## src/rtl/p19_tinyqv_mem_responder_pkg.sv

```systemverilog
// Shared definitions for the TinyQV nibble-serial memory responder:
// access-size encodings carried in mem_op[1:0] and the responder state machine.
package p19_tinyqv_mem_responder_pkg;

  localparam logic [1:0] MEM_OP_BYTE = 2'b00;
  localparam logic [1:0] MEM_OP_HALF = 2'b01;
  localparam logic [1:0] MEM_OP_WORD = 2'b10;

  localparam logic [2:0] COUNT_LAST = 3'd7;

  typedef enum logic [1:0] {
    ST_IDLE,
    ST_WAIT,
    ST_DATA
  } state_t;

endpackage

```

## src/rtl/p19_tinyqv_mem_array.sv

```systemverilog
// Word-organised backing store with per-byte write enables and an
// asynchronous read port; contents are never cleared.
module p19_tinyqv_mem_array
  import p19_tinyqv_mem_responder_pkg::*;
#(
  parameter int ADDR_BITS = 6
) (
  input  logic                 clk,
  input  logic [3:0]           byte_we,
  input  logic [ADDR_BITS-3:0] waddr,
  input  logic [31:0]          wdata,
  input  logic [ADDR_BITS-3:0] raddr,
  output logic [31:0]          rdata
);

  localparam int DEPTH = 1 << (ADDR_BITS - 2);

  logic [31:0] mem [DEPTH];

  always_ff @(posedge clk) begin
    for (int b = 0; b < 4; b++) begin
      if (byte_we[b]) mem[waddr][8*b +: 8] <= wdata[8*b +: 8];
    end
  end

  assign rdata = mem[raddr];

endmodule

```

## src/rtl/p19_tinyqv_mem_responder.sv

```systemverilog
// Memory responder for the TinyQV nibble-serial bus: captures store data,
// commits stores at the address strobe and replays load words after LATENCY frames.
module p19_tinyqv_mem_responder
  import p19_tinyqv_mem_responder_pkg::*;
#(
  parameter int ADDR_BITS = 6,
  parameter int LATENCY   = 1
) (
  input  logic        clk,
  input  logic        rst,
  input  logic [2:0]  counter,
  input  logic        address_ready,
  input  logic [27:0] addr_in,
  input  logic        is_load,
  input  logic        is_store,
  input  logic [2:0]  mem_op,
  input  logic [3:0]  data_in,
  output logic [3:0]  data_out,
  output logic        load_data_ready,
  output logic        busy,
  output logic        err
);

  localparam logic [1:0] WAIT_LAST = 2'(LATENCY - 1);

  state_t      state, state_nxt;
  logic [1:0]  wait_cnt, wait_cnt_nxt;
  logic [27:0] capture_p0;
  logic [31:0] store_word;
  logic [31:0] ld_word_p1;
  logic [31:0] rdata;
  logic [31:0] wdata;
  logic [3:0]  byte_we;
  logic [1:0]  size;
  logic [1:0]  offset;
  logic        frame_end;
  logic        accept;
  logic        in_range;
  logic        misaligned;
  logic        load_go;
  logic        store_go;
  logic        unused_bits;

  function automatic logic is_misaligned(input logic [1:0] sz, input logic [1:0] off);
    case (sz)
      MEM_OP_BYTE: return 1'b0;
      MEM_OP_HALF: return off[0];
      default:     return off != 2'b00;
    endcase
  endfunction

  function automatic logic [3:0] lane_mask(input logic [1:0] sz, input logic [1:0] off);
    case (sz)
      MEM_OP_BYTE: return 4'b0001 << off;
      MEM_OP_HALF: return 4'b0011 << off;
      default:     return 4'b1111;
    endcase
  endfunction

  function automatic logic [31:0] lane_data(input logic [1:0] sz, input logic [1:0] off,
                                            input logic [31:0] word);
    case (sz)
      MEM_OP_BYTE: return {24'd0, word[7:0]} << {off, 3'b000};
      MEM_OP_HALF: return {16'd0, word[15:0]} << {off, 3'b000};
      default:     return word;
    endcase
  endfunction

  // The signedness bit only matters to the core's own extension logic.
  assign unused_bits = mem_op[2];

  assign size       = mem_op[1:0];
  assign offset     = addr_in[1:0];
  assign frame_end  = counter == COUNT_LAST;
  assign accept     = address_ready && frame_end && !rst;
  assign in_range   = (addr_in >> ADDR_BITS) == 28'd0;
  assign misaligned = is_misaligned(size, offset);
  assign store_word = {data_in, capture_p0};

  // Stores commit even mid-load; loads are only taken when idle.
  assign load_go  = accept && is_load && (state == ST_IDLE);
  assign store_go = accept && is_store && in_range && !misaligned;
  assign err      = accept && in_range && misaligned && (is_store || load_go);
  assign byte_we  = store_go ? lane_mask(size, offset) : 4'b0000;
  assign wdata    = lane_data(size, offset, store_word);

  p19_tinyqv_mem_array #(
    .ADDR_BITS(ADDR_BITS)
  ) u_mem (
    .clk    (clk),
    .byte_we(byte_we),
    .waddr  (addr_in[ADDR_BITS-1:2]),
    .wdata  (wdata),
    .raddr  (addr_in[ADDR_BITS-1:2]),
    .rdata  (rdata)
  );

  // Stage p0: nibble shift register, oldest nibble ends up in the low bits
  always_ff @(posedge clk) begin
    capture_p0 <= store_word[31:4];
  end

  // Stage p1: load word aligned to the requested byte at acceptance
  always_ff @(posedge clk) begin
    if (load_go) begin
      ld_word_p1 <= (in_range && !misaligned) ? (rdata >> {offset, 3'b000}) : 32'd0;
    end
  end

  always_ff @(posedge clk) begin
    if (rst) begin
      state    <= ST_IDLE;
      wait_cnt <= 2'd0;
    end else begin
      state    <= state_nxt;
      wait_cnt <= wait_cnt_nxt;
    end
  end

  always_comb begin
    state_nxt       = state;
    wait_cnt_nxt    = wait_cnt;
    load_data_ready = 1'b0;
    busy            = 1'b0;
    data_out        = 4'd0;
    case (state)
      ST_IDLE: begin
        if (load_go) begin
          state_nxt    = ST_WAIT;
          wait_cnt_nxt = 2'd0;
        end
      end
      ST_WAIT: begin
        busy = 1'b1;
        if (frame_end) begin
          if (wait_cnt == WAIT_LAST) begin
            state_nxt    = ST_DATA;
            wait_cnt_nxt = 2'd0;
          end else begin
            wait_cnt_nxt = wait_cnt + 2'd1;
          end
        end
      end
      ST_DATA: begin
        busy            = 1'b1;
        load_data_ready = 1'b1;
        data_out        = ld_word_p1[{counter, 2'b00} +: 4];
        if (frame_end) state_nxt = ST_IDLE;
      end
      default: state_nxt = ST_IDLE;
    endcase
  end

endmodule

```

## config.mk

```make
export PLATFORM = sky130hd
export DESIGN_NAME = p19_tinyqv_mem_responder
export DESIGN_NICKNAME = d
export VERILOG_FILES = /design/src/rtl/p19_tinyqv_mem_responder_pkg.sv /design/src/rtl/p19_tinyqv_mem_array.sv /design/src/rtl/p19_tinyqv_mem_responder.sv
export SDC_FILE = /design/constraint.sdc
export NUM_CORES = 1
export LEC_CHECK = 0
export CAP_MARGIN = 15
export CORE_ASPECT_RATIO = 0.9
export CORE_MARGIN = 2
export CORE_UTILIZATION = 65
export DETAILED_ROUTE_END_ITERATION = 7
export PLACE_DENSITY = 0.83
export RECOVER_POWER = 50
export SLEW_MARGIN = 10
export SYNTH_ARGS = -nofsm -noshare
export SYNTH_HDL_FRONTEND = slang
export SYNTH_SLANG_ARGS = --single-unit
```

## constraint.sdc

```tcl
create_clock -name clk -period 5.05 [get_ports clk]
set_clock_uncertainty 0.15 [all_clocks]
set_input_delay 0.505 -clock clk [delete_from_list [all_inputs] [get_ports clk]]
set_output_delay 0.505 -clock clk [all_outputs]
set_load 0.05 [all_outputs]
```

# Yosys cells after proc, flatten, opt, wreduce, memory -nomap -nowiden
# Memory sizes are Yosys's and may differ from the RTL's.
# Cells that the tools add are included.
# Widths: inputs -> output; s select.
dict set report classes {
  n_shift 6
  eq_ne 8
  n_addsub 1
  reduce_logical 23
  muxes 24
}
# op count
set ops {}
lappend ops {{$pmux 32 s2} 1}
lappend ops {{$shiftx 32x6->4} 1}
lappend ops {{$shl 16x5->32} 1}
lappend ops {{$shl 8x5->32} 1}
lappend ops {{$shr 32x5->32} 1}
lappend ops {{$logic_not 28->1} 1}
lappend ops {{$mux 2} 7}
lappend ops {{$logic_and 1x1->1} 11}
lappend ops {{$mux 1} 10}
lappend ops {{$mux 4} 2}
lappend ops {{$ne 2x2->1 const B} 4}
lappend ops {{$pmux 4 s2} 1}
lappend ops {{$logic_not 2->1} 3}
lappend ops {{$pmux 2 s3} 1}
lappend ops {{$eq 2x1->1 const B} 2}
lappend ops {{$pmux 2 s2} 1}
lappend ops {{$reduce_and 4->1} 1}
lappend ops {{$reduce_bool 2->1} 2}
lappend ops {{$shl 1x2->4 const A} 1}
lappend ops {{$shl 2x2->4 const A} 1}
lappend ops {{$eq 3x3->1 const B} 1}
lappend ops {{$reduce_and 3->1} 1}
lappend ops {{$add 2x1->2 const B} 1}
lappend ops {{$eq 2x2->1 const B} 1}
lappend ops {{other kinds (4)} 5}
dict set report totals {
  memories 1
  input_bits 43
  register_bits 64
  elab_cells 67
  ramBits 512
}
# memory depth width rd rd_ports_with_merged_regs wr line_no
set mem_list {}
lappend mem_list {u_mem.mem 16 32 1 0 1 p19_tinyqv_mem_array.sv:18} ;# logic [31:0] mem [DEPTH];

# Longest topological paths before layout
dict set report logic_depth {
  depth_word 9
  mapped_depth 9
}

# By module
# A second synthesis with hierarchy kept.
dict set report hier_totals {
  hier_cells 1223
  area_unflattened_um2 23110.9
}
# mod cells_per_inst area_each_um2 seq_area_each_um2 instances
set by_module_without_submodules {}
lappend by_module_without_submodules {p19_tinyqv_mem_array 873 19603.8 15374.7 1}
lappend by_module_without_submodules {p19_tinyqv_mem_responder 350 3507.1 1601.5 1}

# Worst setup path after synthesis
# OpenSTA, ideal clock, no wires.
dict set report synth_path {
  path_kind {in2out}
  start {input port counter[2]}
  end {output port err}
  cell_stages 5
  setup_slack_ns 1.878
  required_ns 4.395
  t_arrival_ns 2.517
  path_cell_list {buf_2 -> and3_2 -> and3_1 -> and3_1 -> o2111a_1}
}
dict set report synth_via {
  elab_chain_cells 7
  elab_cells_between_ends 9
  cone_classes {eq/ne (1); reduce/logical (8)}
}
# item line_no
set synth_lines {}
lappend synth_lines {{start: declaration} p19_tinyqv_mem_responder.sv:11} ;# input logic [2:0] counter,
lappend synth_lines {{$eq 3x3->1} p19_tinyqv_mem_responder.sv:74} ;# assign frame_end = counter == COUNT_LAST;
lappend synth_lines {{$logic_and 1x1->1 (2 in series)} p19_tinyqv_mem_responder.sv:75} ;# assign accept = address_ready && frame_end && !rst;
lappend synth_lines {{$logic_and 1x1->1 (2 in series)} p19_tinyqv_mem_responder.sv:81} ;# assign load_go = accept && is_load && (state == ST_IDLE);
lappend synth_lines {{via load_go} p19_tinyqv_mem_responder.sv:40} ;# logic load_go;
lappend synth_lines {{$logic_or 1x1->1} p19_tinyqv_mem_responder.sv:83} ;# assign err = accept && in_range && misaligned && (is_store || load_go);
lappend synth_lines {{$logic_and 1x1->1} p19_tinyqv_mem_responder.sv:83}
lappend synth_lines {{end: declaration} p19_tinyqv_mem_responder.sv:21} ;# output logic err
# The timed path passes the listed nets, and every way through them passes these cells.

# Worst setup path after layout
dict set report layout_path {
  start {input port mem_op[1]}
  end {memory u_mem.mem[3][28] (enable)}
}
dict set report layout_via {
  elab_chain_cells 7
  elab_cells_between_ends 9
  cone_classes {eq/ne (1); mux (5); reduce/logical (3)}
}
# item line_no
set layout_lines {}
lappend layout_lines {{start: declaration} p19_tinyqv_mem_responder.sv:16} ;# input logic [2:0] mem_op,
lappend layout_lines {{$eq 2x1->1 / $logic_not 2->1 (equally long branches)} {p19_tinyqv_mem_responder.sv:45, p19_tinyqv_mem_responder.sv:53}}
lappend layout_lines {{$pmux 1 s2} p19_tinyqv_mem_responder.sv:45} ;# case (sz)
lappend layout_lines {{$logic_not 1->1} p19_tinyqv_mem_responder.sv:82} ;# assign store_go = accept && is_store && in_range && !misaligned;
lappend layout_lines {{$logic_and 1x1->1} p19_tinyqv_mem_responder.sv:82}
lappend layout_lines {{$mux 4 (*)} p19_tinyqv_mem_responder.sv:84} ;# assign byte_we = store_go ? lane_mask(size, offset) : 4'b0000;
lappend layout_lines {{$mux 1 (*)} p19_tinyqv_mem_array.sv:22} ;# if (byte_we[b]) mem[waddr][8*b +: 8] <= wdata[8*b +: 8];
lappend layout_lines {{$mux 1 (implied by the code) (*)} p19_tinyqv_mem_array.sv:22}
lappend layout_lines {{end: declaration} p19_tinyqv_mem_array.sv:18}
# Mark *: on every way between the ends. The rest lies on a longest branch, timed or not.

==> metrics.md <==
| Metric | Value |
|---|---|
| Post-synth top flop | `edfxtp_1` |
| Initial antenna violation count | `1` |
| CP max-delay cell | `clkbuf_1` |
| Via-per-instance ratio | `roughly 6.7` |
| VDD IR max | `0.000361 V` |
| Ys Warns | `0` |
| Failing checks | `max-capacitance violations, max-slew violations` |
| Avg Cell Area, Syn | `17.8 um^2` |
| Final Hold Fails | `0` |
| Routed Antenna Nets | `0` |
| Routed WL | `53.0 mm` |
| Post-cts sizing count | `0` |
| PwrDens | `382 mW/mm^2` |
| P_leak | `8.87 nW` |
| Die height | `183 um` |
| # IOs | `50` |
| Critical path startpoint category | `input port` |
| Worst stage delay on the critical path | `around 1.3 ns` |
| P_int | `7.89 mW` |
| Port Buffers | `48` |
| DR vias | `13100` |
| Mapped Area | `~0.023 mm^2` |
| Proportion of layout cells with a drive suffix above 1 | `a little under a fifth` |
| First-pass GRT wire length | `79.5 mm` |
| Final GP Congestion | `0.898` |
| # hold bufs at CTS | `0` |
| Slew margin rel. | `-28.3%` |
| Synthesized Nets | `approximately 1400` |
| Drt first-iter violations | `1741` |
| Nets@finish | `1480` |
| Clock transition at path regs | `around 0.060 ns` |
| Sequential element share of the synthesized area | `approximately 73%` |
| Total gr overflow | `0` |
| TritonCTS clock tree | `done` |
| Most frequent cells in the layout | `edfxtp_1 (544), mux2i_1 (101), mux4_2 (100), buf_4 (74), nand2_1 (68)` |
| Post-synth ARST share | `0%` |
| Floorplan core area | `0.0351 mm^2` |
| Syn-to-layout area delta | `13.2%` |
| Worst skew pair latency | `0.59 ns` |
| CP Buf/Inv Count | `4` |
| Initial Util | `66.2%` |
| Hold slack | `0.200 ns` |
| Setup violations, final | `0` |
| Hpwl dp | `33.1 mm` |
| Peak fanout along the critical path | `45` |
| Site Rows | `65` |
| Clock Sinks | `576` |
| Total CTS buffers | `54` |
| Clock share of power | `between 40% and 50%` |
| Type of the tightest min-delay check | `flop to flop` |
| Max Cap Viol | `4` |
| Crit path max-delay family | `buffers and inverters` |
| Post-CTS Setup Inserts | `0` |
| Post-synthesis register bit count | `576` |
| Worst slew pin tran | `1.92 ns` |
| Crit path time final | `4.26 ns` |
| CTS Buffer Depth | `3` |
| RSZ-0062 raised after global routing | `no` |
| Slew Viols, Final | `175` |
| Largest net degree at the start of global routing | `89` |
| Worst EP arrival | `~4.5 ns` |
| Vias in the first global route | `between 10000 and 15000` |
| Die area | `~0.037 mm^2` |
| Cells after Synth | `roughly 1300` |
| DR WL/cell | `27.2 um` |
| Seq pwr share | `a little over half` |
| Crit. End Element | `flop` |
| Status | `finished with violations` |
| Root buffer cell | `clkbuf_16` |
| Final period util | `84.4%` |
| Combinational fraction of design power | `~7.0%` |
| WP data required | `5.25 ns` |
| Most common cell after layout, fill and taps aside | `edfxtp_1` |
| Setup TNS | `0 ns` |
| Synth unique cells | `between 40 and 50` |
| Switching Fraction | `21.5%` |
| First-pass iteration count of the detailed router | `6` |
| Peak Freq | `0.235 GHz` |
| Ordered cell list for the critical path | `dlygate4sd3_1, clkbuf_1, nor2b_1, a21boi_0, o32ai_1, nand2_1, clkbuf_1, nor2_1, buf_4` |
| Crit Path Class | `input port to flop` |
| Crit path top cell by count | `clkbuf_1` |
| Die W | `203 um` |
| Net Switching | `2.16 mW` |
| Htree depth | `2` |
| # DRC | `0` |
| Post-synth EDFFs | `544` |
| Gr usage total | `29.2%` |
registers in the layout, summed over array words and instances (netlist names):
name and cells:
capture_p0 28, u_mem.mem 512, state 2, wait_cnt 2, ld_word_p1 32
worst reg2reg max path: stages (launching register included):
cell	delay [ns]
edfxtp_1	0.40
mux4_2	0.50
a22oi_1	0.31
nand2_1	0.30
a211oi_1	0.58
a211oi_1	0.12
layer usage:
layer,part of all wire (%),track usage (%),vias up
li1,-,-,5507
met1,37,40.0,6608
met2,49,47.5,819
met3,11,6.45,126
met4,3.2,9.75,0
met5,0,0,-
cells in the mapped netlist (11+ instances only):
library cell  number  area [um^2]
clkbuf_1          27          101
buf_2             25          125
a21oi_1           31          155
mux4_2           100         2250
nor3_1            36          180
buf_4             17          128
o21ai_0           23          115
nand2_1           68          255
dfxtp_1           32          641
nor2_1            64          240
and3_1            18          113
edfxtp_1         544        16300
a22oi_1           49          368
a211oi_1          18          135
nor2b_1           20          125
o22ai_1           14         87.6
nand3_1           19         95.1
and2_1            11         68.8
mux2i_1          101         1010
cell families (layout without fill, tap and decap cells):
group	after synthesis	count (layout)	synth area share (%)
mux	208	208	14.6
fa+ha+maj	5	5	0.269
simple gates	264	264	5.40
xor+xnor	1	1	0.0376
buf+inv	94	264	2.06
other cells	0	1	0
flops	576	576	73.0
compound gates	160	160	4.65
per-stage QoR:
stage          instances  worst slack (ns)  power (mW)  area, um^2  util [%]
4_1_cts             1943              1.31        10.1       26400      75.2
3_3_place_gp        1841              1.11        6.05       24600      70.1
6_report            1948             0.789        10.1       26400      75.0
3_5_place_dp        1841              1.13        6.07       24600      70.1
5_1_grt             1948             0.597        10.3       26400      75.0
2_1_floorplan       1308              1.88        5.83       23300         -
power groups by stage:
stage / Clock (mW) / Sequential [mW] / Combinational (mW)
floorplan: 0 / 5.37 / 0.454
global placement: 0 / 5.38 / 0.671
detailed placement: 0 / 5.38 / 0.691
CTS: 4.09 / 5.28 / 0.699
global route: 4.28 / 5.28 / 0.742
finish: 4.07 / 5.28 / 0.703
area by class of cell:
class,instances,area [um^2]
sequential,576,17000
multi-input combinational,638,5820
clock buffer,76,1540
inverter,9,33.8
timing repair buffer,153,1140
tap,469,587
fill,1998,8780
antenna,1,2.50
clock inverter,26,258
worst paths after layout:
kind                                         from          endpoint  slack, ns  cells after the start
worst max-delay path                    mem_op[1]  u_mem.mem[3][28]       0.79                      9
worst min-delay path               capture_p0[18]    capture_p0[14]       0.20                      0
worst max register to register  u_mem.mem[12][23]     ld_word_p1[7]       2.45                      5
worst min register to register     capture_p0[18]    capture_p0[14]       0.20                      0
Note: power is estimated with default switching activity, not from simulation.
